===== config.mk =====
export PLATFORM = sky130hd
export DESIGN_NAME = btn_event_reporter
export DESIGN_NICKNAME = d
export VERILOG_FILES = /design/src/rtl/btn_event_reporter.sv
export SDC_FILE = /design/constraint.sdc
export NUM_CORES = 1
export LEC_CHECK = 0
export ABC_AREA = 1
export CELL_PAD_IN_SITES_DETAIL_PLACEMENT = 0
export CELL_PAD_IN_SITES_GLOBAL_PLACEMENT = 1
export CORE_ASPECT_RATIO = 0.8
export CORE_MARGIN = 10
export CORE_UTILIZATION = 30
export CTS_CLUSTER_DIAMETER = 100
export CTS_CLUSTER_SIZE = 16
export DETAILED_ROUTE_END_ITERATION = 7
export PLACE_DENSITY = 0.57
export SYNTH_ARGS = -nofsm -noshare
export SYNTH_HDL_FRONTEND = slang
export SYNTH_SLANG_ARGS = --single-unit

===== constraint.sdc =====
create_clock -name i_clk -period 4.8 [get_ports i_clk]
set_input_delay 1.44 -clock i_clk [delete_from_list [all_inputs] [get_ports i_clk]]
set_output_delay 1.44 -clock i_clk [all_outputs]
set_load 0.005 [all_outputs]

===== src/rtl/btn_event_reporter.sv =====
// btn_event_reporter
//   Multi-channel button front end. For each channel it synchronises and debounces the
//   pin, detects press/release edges and counts presses. Pending events are served
//   round-robin and each one is serialised as an ASCII message on a byte stream:
//   'B', '0'+ch, 'P'|'R', press count in uppercase hex (MSD first), CR, LF.
//
// Ports
//   i_clk        system clock
//   i_reset_n    asynchronous active-low reset
//   i_btn        raw asynchronous button pins
//   o_debounced  debounced, polarity-corrected state (1 = pressed)
//   o_tx_stb     byte valid towards the UART
//   o_tx_data    byte towards the UART
//   i_tx_busy    UART busy; a byte is taken on o_tx_stb && !i_tx_busy
//   o_drop       sticky per-channel flag: an event was lost
module btn_event_reporter #(
   parameter int unsigned     NBTN            = 4,
   parameter int unsigned     CNTW            = 16,
   parameter int unsigned     DEBOUNCE_CYCLES = 100000,
   parameter logic [NBTN-1:0] INVERT          = '0,
   parameter bit              REPORT_RELEASE  = 1'b0
) (
   input  logic            i_clk,
   input  logic            i_reset_n,
   input  logic [NBTN-1:0] i_btn,
   output logic [NBTN-1:0] o_debounced,
   output logic            o_tx_stb,
   output logic [7:0]      o_tx_data,
   input  logic            i_tx_busy,
   output logic [NBTN-1:0] o_drop
);

   localparam int unsigned DbW    = $clog2(DEBOUNCE_CYCLES);
   localparam int unsigned PtrW   = (NBTN > 1) ? $clog2(NBTN) : 1;
   localparam int unsigned NDig   = CNTW / 4;
   localparam int unsigned NBytes = 5 + NDig;
   localparam int unsigned IdxW   = 4;
   localparam logic [DbW-1:0] DbLast = DbW'(DEBOUNCE_CYCLES - 1);

   localparam logic [1:0] StIdle = 2'd0;
   localparam logic [1:0] StSend = 2'd1;
   localparam logic [1:0] StWait = 2'd2;

   // Input conditioning
   logic [NBTN-1:0] sync1_q, sync2_q;
   logic [DbW-1:0]  db_cnt_q [NBTN];
   logic [DbW-1:0]  db_cnt_d [NBTN];
   logic [NBTN-1:0] deb_q, deb_d, deb_prev_q;
   logic [NBTN-1:0] rise, fall;

   // Event bookkeeping
   logic [NBTN-1:0] pend_press_q, pend_press_d;
   logic [NBTN-1:0] pend_rel_q, pend_rel_d;
   logic [NBTN-1:0] drop_q, drop_d;
   logic [CNTW-1:0] cnt_q [NBTN];
   logic [CNTW-1:0] cnt_d [NBTN];

   // Arbiter / serialiser
   logic [1:0]      state_q, state_d;
   logic [PtrW-1:0] ptr_q, ptr_d;
   logic [IdxW-1:0] idx_q, idx_d;
   logic [CNTW-1:0] snap_cnt_q, snap_cnt_d;
   logic            snap_rel_q, snap_rel_d;
   logic [PtrW-1:0] snap_ch_q, snap_ch_d;
   logic            found, sel_rel;
   logic [PtrW-1:0] sel_ch;
   logic [NBTN-1:0] clr_press, clr_rel;
   logic [7:0]      tx_byte;
   logic [31:0]     idx_w;
   logic [CNTW-1:0] shifted;
   logic [3:0]      nib;

   // Debounce: toggle only after DEBOUNCE_CYCLES consecutive disagreeing samples
   always_comb begin
      for (int unsigned ch = 0; ch < NBTN; ch++) begin
         db_cnt_d[ch] = '0;
         deb_d[ch]    = deb_q[ch];
         if (sync2_q[ch] != deb_q[ch]) begin
            if (db_cnt_q[ch] == DbLast) begin
               deb_d[ch] = ~deb_q[ch];
            end else begin
               db_cnt_d[ch] = db_cnt_q[ch] + 1'b1;
            end
         end
      end
   end

   assign rise = deb_q & ~deb_prev_q;
   assign fall = REPORT_RELEASE ? (~deb_q & deb_prev_q) : '0;

   // Round-robin search starting at ptr_q; press beats release on the same channel
   always_comb begin
      int unsigned c;
      logic [PtrW-1:0] cs;
      found  = 1'b0;
      sel_ch = '0;
      c      = 0;
      cs     = '0;
      for (int unsigned i = 0; i < NBTN; i++) begin
         c  = (32'(ptr_q) + i) % NBTN;
         cs = PtrW'(c);
         if (!found && (pend_press_q[cs] || pend_rel_q[cs])) begin
            found  = 1'b1;
            sel_ch = cs;
         end
      end
      sel_rel = found && !pend_press_q[sel_ch];
   end

   always_comb begin
      state_d    = state_q;
      ptr_d      = ptr_q;
      idx_d      = idx_q;
      snap_cnt_d = snap_cnt_q;
      snap_rel_d = snap_rel_q;
      snap_ch_d  = snap_ch_q;
      clr_press  = '0;
      clr_rel    = '0;
      case (state_q)
         StIdle: begin
            if (found) begin
               state_d    = StSend;
               idx_d      = '0;
               snap_cnt_d = cnt_q[sel_ch];
               snap_rel_d = sel_rel;
               snap_ch_d  = sel_ch;
               ptr_d      = (32'(sel_ch) == NBTN - 1) ? '0 : sel_ch + 1'b1;
               if (sel_rel) clr_rel[sel_ch] = 1'b1;
               else         clr_press[sel_ch] = 1'b1;
            end
         end
         StSend: begin
            if (!i_tx_busy) begin
               if (idx_q == IdxW'(NBytes - 1)) state_d = StIdle;
               else                            idx_d   = idx_q + 1'b1;
            end
         end
         StWait:  state_d = StIdle;
         default: state_d = StIdle;
      endcase
   end

   // A new event on a bit that stays set is lost; a same-cycle set overrides the clear
   always_comb begin
      pend_press_d = rise | (pend_press_q & ~clr_press);
      pend_rel_d   = fall | (pend_rel_q & ~clr_rel);
      drop_d       = drop_q | (rise & pend_press_q & ~clr_press)
                            | (fall & pend_rel_q & ~clr_rel);
      for (int unsigned ch = 0; ch < NBTN; ch++) begin
         cnt_d[ch] = rise[ch] ? cnt_q[ch] + 1'b1 : cnt_q[ch];
      end
   end

   // Message byte for the current index
   always_comb begin
      idx_w   = 32'(idx_q);
      shifted = '0;
      nib     = 4'h0;
      tx_byte = 8'h00;
      if (idx_w == 0) begin
         tx_byte = 8'h42;
      end else if (idx_w == 1) begin
         tx_byte = 8'h30 + 8'(snap_ch_q);
      end else if (idx_w == 2) begin
         tx_byte = snap_rel_q ? 8'h52 : 8'h50;
      end else if (idx_w < 3 + NDig) begin
         shifted = snap_cnt_q >> (4 * (NDig + 2 - idx_w));
         nib     = shifted[3:0];
         tx_byte = (nib < 4'd10) ? (8'h30 + {4'h0, nib}) : (8'h37 + {4'h0, nib});
      end else if (idx_w == 3 + NDig) begin
         tx_byte = 8'h0D;
      end else begin
         tx_byte = 8'h0A;
      end
   end

   always_ff @(posedge i_clk or negedge i_reset_n) begin
      if (!i_reset_n) begin
         sync1_q      <= '0;
         sync2_q      <= '0;
         deb_q        <= '0;
         deb_prev_q   <= '0;
         pend_press_q <= '0;
         pend_rel_q   <= '0;
         drop_q       <= '0;
         for (int unsigned ch = 0; ch < NBTN; ch++) begin
            db_cnt_q[ch] <= '0;
            cnt_q[ch]    <= '0;
         end
         state_q    <= StIdle;
         ptr_q      <= '0;
         idx_q      <= '0;
         snap_cnt_q <= '0;
         snap_rel_q <= 1'b0;
         snap_ch_q  <= '0;
      end else begin
         sync1_q      <= i_btn ^ INVERT;
         sync2_q      <= sync1_q;
         deb_q        <= deb_d;
         deb_prev_q   <= deb_q;
         pend_press_q <= pend_press_d;
         pend_rel_q   <= pend_rel_d;
         drop_q       <= drop_d;
         for (int unsigned ch = 0; ch < NBTN; ch++) begin
            db_cnt_q[ch] <= db_cnt_d[ch];
            cnt_q[ch]    <= cnt_d[ch];
         end
         state_q    <= state_d;
         ptr_q      <= ptr_d;
         idx_q      <= idx_d;
         snap_cnt_q <= snap_cnt_d;
         snap_rel_q <= snap_rel_d;
         snap_ch_q  <= snap_ch_d;
      end
   end

   assign o_debounced = deb_q;
   assign o_drop      = drop_q;
   assign o_tx_stb    = (state_q == StSend);
   assign o_tx_data   = o_tx_stb ? tx_byte : 8'h00;

endmodule


==> results of run 1 <==
## power by group through the flow
stage	Combinational (mW)	Clock, mW	Sequential (mW)
after floorplan	0.342	0	1.64
after global placement	0.549	0	1.66
after detailed placement	0.544	0	1.66
after CTS	0.547	1.43	1.63
after global routing	0.652	1.49	1.63
final	0.559	1.36	1.63
## placed cells by master, fill, tap and decap left out, types with 6 or more instances in the layout
master and count:
o21a_1 7, xor2_1 66, nor3b_1 6, o21ai_1 6, nor2_1 104, dfrtp_1 186
a21oi_1 38, ha_1 17, nand3_1 77, nor4_1 15, a211oi_1 11, buf_4 10
inv_1 185, nand2_2 17, clkbuf_16 17, nand2_1 258, nor3_1 39, nand3_2 6
o21ai_0 46, nand4_1 40, inv_2 6, clkdlybuf4s50_1 21
## worst paths after layout
path                            slack (ns)      endpoint       start  cells after the start
worst max-delay path                  0.32  o_tx_data[1]    idx_q[0]                     13
worst min-delay path                  0.35    sync2_q[3]  sync1_q[3]                      0
worst max register to register        1.47     o_drop[3]    ptr_q[0]                     16
worst min register to register        0.35    sync2_q[3]  sync1_q[3]                      0
max in group asynchronous             2.89      idx_q[2]   i_reset_n                      2
min in group asynchronous             1.07  db_cnt_q[51]   i_reset_n                      1
## area by class of cell
class	instances	area, µm²
Sequential cell	186	4650
Timing Repair Buffer	33	319
Fill cell	3436	21400
Multi-Input combinational cell	793	4240
Clock inverter	12	105
Inverter	194	737
Tap cell	427	534
Clock buffer	20	437
## metal layers
| layer | up-vias | wire length, µm | share of wire [%] |
|---|---|---|---|
| met2 | 79 | 9220 | 41 |
| met4 | 0 | 275 | 1.2 |
| li1 | 3889 | - | - |
| met1 | 3410 | 12500 | 55 |
| met5 | - | 0 | 0 |
| met3 | 19 | 691 | 3.1 |
## cell families (layout without fill, tap and decap cells)
logic type / Yosys count / in the layout
simple gates: 585 / 585
buf+inv: 221 / 259
flops: 186 / 186
compound gates: 118 / 118
xor+xnor: 70 / 70
fa+ha+maj: 17 / 17
mux: 2 / 2
other cells: 1 / 1
## worst max-delay path, cell delays in order, from the launching register on
cell,delay [ns]
dfrtp_1,0.41
buf_4,0.18
ha_1,0.21
nand2_1,0.06
inv_1,0.04
nor2_1,0.12
nand3_1,0.15
inv_1,0.10
nand2_1,0.09
ha_1,0.30
o21ai_0,0.17
o21ai_0,0.10
a31oi_1,0.13
clkdlybuf4s50_1,0.52
## sequential cells by signal, indices dropped and copies added (netlist names)
register	count
sync2_q	4
deb_prev_q	4
o_debounced	4
pend_rel_q	4
snap_cnt_q	16
snap_ch_q	2
pend_press_q	4
db_cnt_q	68
o_drop	4
snap_rel_q	1
idx_q	4
ptr_q	2
cnt_q	64
state_q	1
sync1_q	4
## per-stage QoR
step / setup TNS (ns) / utilization [%] / power [mW]
final: 0 / 34.0 / 3.55
after global routing: -0.00606 / 34.0 / 3.78
after CTS: 0 / 34.0 / 3.60
after detailed placement: 0 / 32.3 / 2.20
after global placement: 0 / 32.3 / 2.21
after floorplan: 0 / - / 1.99
## timing repair
| action | CTS | global route |
|---|---|---|
| gates resized for setup | 0 | 3 |
| setup endpoints to repair | 0 | 4 |
| setup buffers | 0 | 2 |
==> flow_summary.ini, run 1 <==
[run_status]
status = completed

[detailed_routing]
first_iter_violations = 453
wl_per_cell_um = 13.6
ant_nets = 0
drtPass1Iterations = 4
routed_wl_mm = 22.6
drc = 0
vias = 7397
via_per_inst = 4.44

[synthesis]
syn-num-nets = 1224
synth_xor_area_share_pct = 6.25
synth_mux_area_share_pct = 0.230
synth_most_common_cell = nand2_1
synth-compound-area-share_pct = 6.77
synth_edf_count = 0
ys_seq_area_share_pct = 47.5
synth_top_family_by_area = simple AND/OR/NAND/NOR gates
ys_warn_count = 0
synth_area_per_cell_um2 = 8.17
yosys_register_bits = 186
synthFlopType = dfrtp_1
synth_cells = 1200
ys_async_sr_fraction_pct = 100
synth.largest_area_cell = dfrtp_1
synth_top_area_share_pct = 47.5
synthDistinctLibCells = 44
synth_fa_ha_area_share_pct = 2.17
synthSimpleGateAreaFrac_pct = 27.7
netlist_area_um2 = 9810
synth_common_cells = nand2_1, inv_1, dfrtp_1, nor2_1, nand3_1
yosys-top-cells-area = dfrtp_1, nand2_1, inv_1, xor2_1, nor2_1

[power_and_ir_drop]
p_leak_nw = 5.19
irDropWorstVdd_uv = 230
pwr-share-seq_pct = 45.9
cellPowerDensity_nw_per_um2 = 322
combPwrFrac_pct = 15.7
p_sw_share_pct = 29.4
clockPowerShare_pct = 38.4
netSwitchingPower_mw = 1.04
intPower_mw = 2.51

[sta]
fin_crit_ns = 4.48
timing.fmax_mhz = 223
worst_pin_slew_ns = 0.908
period_share_pct = 93.3
whs_ns = 0.351
layout_setup_ws_ns = 0.321
relSlewSlack_pct = 39.1
skew_ns = 0.0130
setup_viol = 0
slew_viol_final = 0
hold_violations = 0

[clock_network]
clk_transition_reported_paths_ns = 0.08
cts_hold_buf = 0
clock_latency_ns = 0.45
numClockSinks = 186
root_buffer = clkbuf_16
cts_tree = yes
numCtsBuffers = 17
htree_levels = 4
clockBufferDepth = 2

[finish]
drive_gt1_share_pct = 7.84
synthToLayoutAreaGrowth_pct = 12.4
finalInstanceArea_um2 = 11000
fin_cells = 1665
nets = 1249
n_antenna_cell = 0

[critical_path]
critPathArrivalTime_ns = 3.04
required_ns = 3.36
start_kind = register
cp-end-kind = output pin
crit_fanout = 11
worstSetupPathType = reg2out

[placed_design]
place_worst_setup_slack_ns = 0.707
dp.final_hpwl_mm = 15.9
place_inst = 1631
port_buffers = 22
gp_congestion = 0.741
place_area_um2 = 10500

[floorplan]
die_h_um = 182
std_cell_rows = 59
die_w_um = 222
core_um2 = 32400
num_io_pins = 24
start_util_pct = 30.3
die-area_um2 = 40400

[grt]
met1_usage_pct = 16.6
grt_max_degree = 98
gr-usage-met3_pct = 2.73
antenna_found_initial = 0
grt-busiest-layer = met2
use_met2_pct = 16.8
grt_first_pass_wirelength_mm = 38.6
track_usage_pct = 11.6
grt-ovfl-total = 0
grt_pass1_vias = 7445

[hold_path]
hold_class = reg2reg

[run]
cap_viol_max_count = 0
Note: power is estimated with default switching activity, not from simulation.
==> run 2, diff against run 1 <==
- SLEW_MARGIN: default -> 20
- clock period: 4.8 -> 5 ns (I/O delays scaled with it)
==> run 2 against run 1 <==
  * Sequential power is 3% lower
  * Via count up 1.1%
  * Cell area rose by 0.50%
  * Wire length rose by 0.13%
  * Utilization increased by 0.17 points
  * Clock power up 6%
  * Final cell count down 0.12%
  * Die area did not move
  * First-iteration DRC count shrank 0.88%
  * Non-clock buffer count down 1
==> flow_summary.ini, run 2 (synthesis results as in run 1) <==
[run_status]
status = completed

[finish]
drive_gt1_share_pct = 7.93
top_register = db_cnt_q
n_antenna_cell = 0
largest_register_ffs = 68
regArea_um2 = 4660
final_core_util_pct = 34.2
fillers = 3364
synthToLayoutAreaGrowth_pct = 13.0
final_common_cell = nand2_1
nets = 1248
multi_input_area_um2 = 4240
layout_common_cells = nand2_1, inv_1, dfrtp_1
reg_top3 = db_cnt_q x68, cnt_q x64, snap_cnt_q x16

[clock_network]
cts_tree = yes
cts_hold_buf = 0
numClockSinks = 186
clock_latency_ns = 0.45
clk_transition_reported_paths_ns = 0.08
htree_levels = 4
root_buffer = clkbuf_16
numCtsBuffers = 17
clockBufferDepth = 2

[floorplan]
die-area_um2 = 40400
num_io_pins = 24
start_util_pct = 30.3
die_h_um = 182
std_cell_rows = 59
die_w_um = 222
core_um2 = 32400

[detailed_routing]
drc = 0
routed_wl_mm = 22.7
first_iter_violations = 449
vias = 7481
wl_per_cell_um = 13.6
via_per_inst = 4.50
ant_nets = 0
drtPass1Iterations = 4

[sta]
setup_tns_ns = 0
layout_setup_ws_ns = 0.286
slew_viol_final = 0
rsz0062_at_grt = false
period_share_pct = 94.3
relSlewSlack_pct = 36.9
timing.fmax_mhz = 212
fin_crit_ns = 4.71
worst_pin_slew_ns = 0.940
skew_ns = 0.0139
setup_viol = 0
whs_ns = 0.351
hold_violations = 0

[power_and_ir_drop]
pwr-share-seq_pct = 44.6
p_sw_share_pct = 28.3
combPwrFrac_pct = 14.8
cellPowerDensity_nw_per_um2 = 319
p_leak_nw = 5.22
netSwitchingPower_mw = 1.00
irDropWorstVdd_uv = 215
clockPowerShare_pct = 40.6
intPower_mw = 2.53

[grt]
met1_usage_pct = 16.7
grt_max_degree = 84
track_usage_pct = 11.6
antenna_found_initial = 0
grt-busiest-layer = met2
grt_first_pass_wirelength_mm = 38.7
grt_pass1_vias = 7405
use_met2_pct = 17.1
grt-ovfl-total = 0
gr-usage-met3_pct = 2.84

[critical_path]
crit_fanout = 12
required_ns = 3.50
cp-end-kind = output pin
worstSetupPathType = reg2out
critPathArrivalTime_ns = 3.21
start_kind = register

[placed_design]
gp_congestion = 0.769
port_buffers = 22
dp.final_hpwl_mm = 16.0
place_worst_setup_slack_ns = 0.598

[run]
cap_viol_max_count = 0

[hold_path]
hold_class = reg2reg
[run 2: critical path: stages, from the launching register on]
cell and delay [ns]:
dfrtp_2 0.49, clkinvlp_4 0.17, ha_1 0.34, inv_1 0.18
a21oi_1 0.07, o21ai_0 0.10, nand2_1 0.12, nor2_2 0.16
nand2_1 0.16, a21oi_1 0.20, o21ai_0 0.10, a21oi_1 0.15
clkdlybuf4s50_1 0.53
[run 2: layer usage]
layer / routed length [µm] / vias up
met5: 0 / -
met4: 172 / 0
met3: 619 / 16
met2: 9550 / 57
met1: 12300 / 3523
li1: - / 3885
[run 2: area by class of cell]
class	instances	area share [%]
flip-flops and latches	186	42.0
multi-input cells	793	38.3
inverters	194	6.65
well taps	427	4.82
clock buffers	19	4.09
repair buffers	32	2.81
clock inverters	12	1.36
[run 2: per-stage QoR]
step	cell area, µm²	power (mW)	std cells
2_1_floorplan	9810	1.91	1200
3_3_place_gp	10400	2.11	1629
3_5_place_dp	10400	2.11	1629
4_1_cts	11100	3.58	1660
5_1_grt	11100	3.73	1663
6_report	11100	3.53	1663
[run 2: what timing repair did]
item / in CTS / in global routing
resized for setup: 0 / 3
endpoints found under the setup margin: 0 / 5
buffers inserted: 0 / 3
[run 2: final timing paths]
check,startpoint,end,slack [ns],depth (start not counted)
min in group asynchronous,i_reset_n,sync1_q[0],1.11,1
max in group asynchronous,i_reset_n,idx_q[0],3.00,2
worst max-delay path,idx_q[0],o_tx_data[6],0.29,12
worst min-delay path,sync1_q[1],sync2_q[1],0.35,0
worst max register to register,ptr_q[0],o_drop[3],1.60,16
worst min register to register,sync1_q[1],sync2_q[1],0.35,0
[run 2: power groups by stage]
stage	Combinational (mW)	Clock, mW	Sequential, mW
after detailed placement	0.505	0	1.60
after CTS	0.511	1.49	1.57
after global placement	0.508	0	1.60
after floorplan	0.328	0	1.58
after global routing	0.603	1.55	1.58
final	0.523	1.44	1.58
